`src/rtl/regfile_pkg.sv`:
```
// Shared constants and typedefs for the multi-port integer register file.
package regfile_pkg;

  localparam int unsigned XLEN_DEF  = 32;
  localparam int unsigned DEPTH_DEF = 32;
  localparam int unsigned AW_DEF    = $clog2(DEPTH_DEF);

  typedef logic [AW_DEF-1:0]   reg_addr_t;
  typedef logic [XLEN_DEF-1:0] reg_data_t;

endpackage

```
`src/rtl/regfile_scoreboard.sv`:
```
// Per-register busy bits: release on accepted write, reserve from issue, flush clears all.
module regfile_scoreboard
  import regfile_pkg::*;
#(
  parameter  int unsigned DEPTH = DEPTH_DEF,
  parameter  int unsigned NWR   = 2,
  localparam int unsigned AW    = $clog2(DEPTH)
) (
  input  logic                     clk,
  input  logic                     rst_n,
  input  logic [NWR-1:0]           wr_en,
  input  logic [NWR-1:0][AW-1:0]   wr_addr,
  input  logic                     rsv_en,
  input  logic [AW-1:0]            rsv_addr,
  input  logic                     flush,
  output logic [DEPTH-1:0]         busy_vec
);

  logic [DEPTH-1:0] r_busy;
  logic [DEPTH-1:0] w_busy_nxt;

  // Priority low to high: release, reserve (new producer owns it), flush.
  always_comb begin
    w_busy_nxt = r_busy;
    for (int unsigned p = 0; p < NWR; p++) begin
      if (wr_en[p] && (wr_addr[p] != '0)) begin
        w_busy_nxt[wr_addr[p]] = 1'b0;
      end
    end
    if (rsv_en && (rsv_addr != '0)) begin
      w_busy_nxt[rsv_addr] = 1'b1;
    end
    if (flush) begin
      w_busy_nxt = '0;
    end
    w_busy_nxt[0] = 1'b0;
  end

  always_ff @(posedge clk or negedge rst_n) begin
    if (!rst_n) begin
      r_busy <= '0;
    end else begin
      r_busy <= w_busy_nxt;
    end
  end

  assign busy_vec = r_busy;

endmodule

```
`src/rtl/regfile_mp.sv`:
```
// Multi-port register file with hardwired-zero x0 and a RAW busy scoreboard.
// Optional write-to-read forwarding is enabled by defining REGFILE_BYPASS_EN.
module regfile_mp
  import regfile_pkg::*;
#(
  parameter  int unsigned XLEN  = XLEN_DEF,
  parameter  int unsigned DEPTH = DEPTH_DEF,
  parameter  int unsigned NRD   = 2,
  parameter  int unsigned NWR   = 2,
  localparam int unsigned AW    = $clog2(DEPTH)
) (
  input  logic                       clk,
  input  logic                       rst_n,
  input  logic [NWR-1:0]             wr_en,
  input  logic [NWR-1:0][AW-1:0]     wr_addr,
  input  logic [NWR-1:0][XLEN-1:0]   wr_data,
  input  logic [NRD-1:0][AW-1:0]     rd_addr,
  output logic [NRD-1:0][XLEN-1:0]   rd_data,
  output logic [NRD-1:0]             rd_busy,
  input  logic                       rsv_en,
  input  logic [AW-1:0]              rsv_addr,
  input  logic                       flush,
  output logic                       busy_any
);

  logic [XLEN-1:0]  r_regs [DEPTH];
  logic [DEPTH-1:0] w_busy_vec;

  // Ports visited in index order so the highest enabled port lands last.
  always_ff @(posedge clk or negedge rst_n) begin
    if (!rst_n) begin
      for (int unsigned a = 0; a < DEPTH; a++) begin
        r_regs[a] <= '0;
      end
    end else begin
      for (int unsigned p = 0; p < NWR; p++) begin
        if (wr_en[p] && (wr_addr[p] != '0)) begin
          r_regs[wr_addr[p]] <= wr_data[p];
        end
      end
    end
  end

  regfile_scoreboard #(
    .DEPTH (DEPTH),
    .NWR   (NWR)
  ) u_scoreboard (
    .clk      (clk),
    .rst_n    (rst_n),
    .wr_en    (wr_en),
    .wr_addr  (wr_addr),
    .rsv_en   (rsv_en),
    .rsv_addr (rsv_addr),
    .flush    (flush),
    .busy_vec (w_busy_vec)
  );

  always_comb begin
    rd_data = '0;
    rd_busy = '0;
    for (int unsigned i = 0; i < NRD; i++) begin
      rd_data[i] = (rd_addr[i] == '0) ? '0 : r_regs[rd_addr[i]];
      rd_busy[i] = w_busy_vec[rd_addr[i]];
`ifdef REGFILE_BYPASS_EN
      // Forwarded write also shows the release, unless re-reserved this cycle.
      for (int unsigned p = 0; p < NWR; p++) begin
        if (wr_en[p] && (wr_addr[p] != '0) && (wr_addr[p] == rd_addr[i])) begin
          rd_data[i] = wr_data[p];
          rd_busy[i] = rsv_en && (rsv_addr == rd_addr[i]);
        end
      end
`endif
    end
  end

  assign busy_any = |w_busy_vec;

endmodule

```
`config.mk`:
```
export PLATFORM = sky130hd
export DESIGN_NAME = regfile_mp
export DESIGN_NICKNAME = d
export VERILOG_FILES = /design/src/rtl/regfile_pkg.sv /design/src/rtl/regfile_scoreboard.sv /design/src/rtl/regfile_mp.sv
export SDC_FILE = /design/constraint.sdc
export NUM_CORES = 2
export LEC_CHECK = 0
export CORE_ASPECT_RATIO = 0.8
export CORE_MARGIN = 3
export CORE_UTILIZATION = 30
export CTS_CLUSTER_DIAMETER = 150
export DETAILED_ROUTE_END_ITERATION = 6
export GPL_TIMING_DRIVEN = 0
export HOLD_SLACK_MARGIN = 0.03
export SETUP_SLACK_MARGIN = 0.2
export SYNTH_ARGS = -nofsm -noshare
export SYNTH_HDL_FRONTEND = slang
export SYNTH_SLANG_ARGS = --single-unit
```
`constraint.sdc`:
```
create_clock -name clk -period 10.2 [get_ports clk]
set_input_delay 2.55 -clock clk [delete_from_list [all_inputs] [get_ports clk]]
set_output_delay 2.55 -clock clk [all_outputs]
set_load 0.05 [all_outputs]
```
==> flow_metrics.env <==
export IMPL_outcome="finished with violations"
export IMPL_violations="design-rule violations, max-capacitance violations, max-slew violations, negative setup slack"
export IMPL_fin_skew_ns=0
export IMPL_ys_types=50
export IMPL_cts_max_level=4
export IMPL_drt_iter0_markers=11080
export IMPL_worst_hold_slack_ns=0.4784
export IMPL_critPathMaxFanout=10
export IMPL_drive_gt1_share_pct=15.01
export IMPL_post_route_period_util_pct=100.6
export IMPL_critPathKind="in2out"
export IMPL_antenna_found_initial=25
export IMPL_worstSkewPairLatency_ns=0.81
export IMPL_post_place_ws_ns=-0.2992
export IMPL_avgSynthCellArea_um2=10.32
export IMPL_syn_cell_area_mm2=0.06530
export IMPL_hold_buffers=0
export IMPL_maxSlewHeadroom_pct=-12.59
export IMPL_final_common_cell="dfrtp_1"
export IMPL_final_antenna_net_count=0
export IMPL_root_buffer="clkbuf_16"
export IMPL_die_y_um=423.3
export IMPL_io_buffers=148
export IMPL_final_area_mm2=0.07518
export IMPL_worst_setup_path_end_kind="primary output"
export IMPL_cts_sinks=1055
export IMPL_num_vias=60820
export IMPL_overflow=0
export IMPL_fin_nets=6714
export IMPL_grt_pass1_vias=58050
export IMPL_fin_ws_ns=-0.06280
export IMPL_start_util_pct=30.30
export IMPL_ios=162
export IMPL_postCtsSetupBuffers=0
export IMPL_p_per_area_mw_per_mm2=204.5
export IMPL_rsz0062_at_grt="no"
export IMPL_firstDrtPassIters=6
export IMPL_period_needed_ns=10.26
export IMPL_synth_edf_count=0
export IMPL_grt_max_degree=167
export IMPL_routedWlPerCell_um=37.85
export IMPL_fp_row_count=152
export IMPL_dpl_hpwl_um=277900
export IMPL_hp_class="reg2reg"
export IMPL_numCtsBuffers=132
export IMPL_maxCapViolCount=6
export IMPL_grt_pass1_wl_um=488700
export IMPL_dpl_instance_area_mm2=0.07062
export IMPL_cellLeakagePower_nw=31.22
export IMPL_dpl_cell_count=9334
export IMPL_chipWidth_um=527.6
export IMPL_syn2layout_area_growth_pct=15.13
export IMPL_startpoint_type="input pin"
export IMPL_grt_usage_pct=31.47
export IMPL_hold_viol_final=0
export IMPL_core_region_area_mm2=0.2155
export IMPL_syn_nets=6422
export IMPL_clk_path_buf_depth=3
export IMPL_layout_common_cells="dfrtp_1, mux2i_1, nand2_1, nor2_1, clkbuf_1"
export IMPL_totalWireLength_um=362600
export IMPL_synth_seq_cells=1055
export IMPL_nFillCells=21660
export IMPL_ys_seq_area_share_pct=40.43
export IMPL_die_area_mm2=0.2233
export IMPL_synth_main_ff_cell="dfrtp_1"
export IMPL_gp_congestion=1.035
export IMPL_tightest_slew_ns=1.689
export IMPL_drv_slew=54
export IMPL_vias_per_cell=6.348
export IMPL_cts_tree="built"
export IMPL_synthesis_instances=6327
export IMPL_ys_warn_count=0
export IMPL_drcViolationCount=7
export IMPL_ir_worst_vdd_v=0.0001471
export IMPL_crit_required_ns=7.65
export IMPL_postSynth_asyncResetShare_pct=100.0
export IMPL_fin_cells=9581
export IMPL_clk_pin_slew_ns=0.06
export IMPL_setup_viol=7
export IMPL_max_freq_mhz=97.44
export IMPL_worst_ep_arrival_time_ns=7.71
metal layers:
layer | part of all wire, % | track usage (%) | wire length [um]
met5 | 0.038 | 0 | 136
met4 | 6.8 | 18.01 | 24800
met3 | 15 | 13.98 | 55680
met2 | 40 | 43.20 | 144800
met1 | 38 | 40.72 | 137200
per-stage QoR:
step	util [%]	power [W]	setup TNS (ns)
global placement	32.65	0.01005	-
CTS	34.87	0.01512	0
floorplan	-	0.008495	0
detailed placement	32.77	0.01018	-2.447
global route	34.88	0.01580	0
finish	34.89	0.01537	-0.2110
worst max-delay path, cell delays in order:
cell and delay [ns]:
clkdlybuf4s50_1 0.87, clkbuf_2 0.56, and2_1 0.20, clkbuf_1 0.49, clkbuf_1 0.57, a22oi_1 0.36
a311oi_1 1.08, clkdlybuf4s50_1 1.01
cell usage after synthesis, types with 5 or more instances:
master	n	share of area [%]
dfrtp_1	1055	40
mux2_2	66	1.1
nor2_1	609	3.5
o21ai_0	467	3.6
buf_1	33	0.19
and2_1	5	0.048
clkbuf_1	530	3.0
o2111ai_1	16	0.21
a221oi_1	48	0.64
nand3_1	6	0.046
nor3_1	8	0.061
nand2b_1	8	0.077
o21ai_1	91	0.70
nand2_1	779	4.5
a31oi_1	124	1.2
nor4_1	7	0.067
nand4_1	5	0.048
a211oi_1	64	0.74
a32oi_1	96	1.3
nor2b_1	74	0.71
buf_4	26	0.30
nor3b_1	7	0.080
a311oi_1	64	0.86
nand3b_1	9	0.10
a21oi_1	427	3.3
and3b_1	9	0.12
nor2_2	11	0.11
a22oi_1	64	0.74
buf_2	186	1.4
mux4_2	466	16
mux2i_1	931	14
path summary, 6_finish.rpt:
kind,startpoint,end,cells after the start,slack [ns]
worst max-delay path,rd_addr[3],rd_data[17],8,-0.06
min in group asynchronous,rst_n,r_regs[970]$_DFF_PN0_,1,1.51
max in group asynchronous,rst_n,r_regs[62]$_DFF_PN0_,4,6.11
worst min-delay path,r_regs[1003]$_DFF_PN0_,r_regs[1003]$_DFF_PN0_,1,0.48
worst min register to register,r_regs[1003]$_DFF_PN0_,r_regs[1003]$_DFF_PN0_,1,0.48
worst max register to register,u_scoreboard.busy_vec[29]$_DFF_PN0_,u_scoreboard.busy_vec[29]$_DFF_PN0_,2,9.27
area by class of cell:
class	instances	area [um2]	area share [%]
inverters	2	7.507	0.009986
flip-flops and latches	1055	26400	35.12
clock inverters	32	382.9	0.5093
plain buffers	778	3273	4.354
repair buffers	158	1733	2.305
well taps	2849	3565	4.742
diodes	10	25.02	0.03329
clock buffers	205	4085	5.434
multi-input cells	4492	35710	47.50
report_power, final:
| group | internal, W | switching (W) | total [W] | leakage, nW |
|---|---|---|---|---|
| Sequential | 0.00524 | 0.000980 | 0.00622 | 13.0 |
| Clock | 0.00291 | 0.00208 | 0.00499 | 2.20 |
| Combinational | 0.00185 | 0.00232 | 0.00417 | 16.0 |
| Total | 0.0100 | 0.00538 | 0.0154 | 31.2 |
cells by family (layout without fill, tap and decap cells):
logic type | Yosys count | after routing | share of synthesized area (%)
AND/OR/NAND/NOR | 1564 | 1564 | 9.811
AO/OA/AOI/OAI | 1465 | 1465 | 13.26
buffers and inverters | 780 | 1175 | 5.014
multiplexers | 1463 | 1463 | 31.48
flip-flops | 1055 | 1055 | 40.43
other | 0 | 10 | 0
sequential cells by signal, summed over array words and instances (netlist names):
register,flops
u_scoreboard.busy_vec,31
r_regs,1024
what timing repair did:
item,CTS,global route
endpoints found under the setup margin,26,2
cloned,0,0
pin swaps,0,0
resized for setup,11,2
No activity file was read; power rests on OpenSTA's default activity.
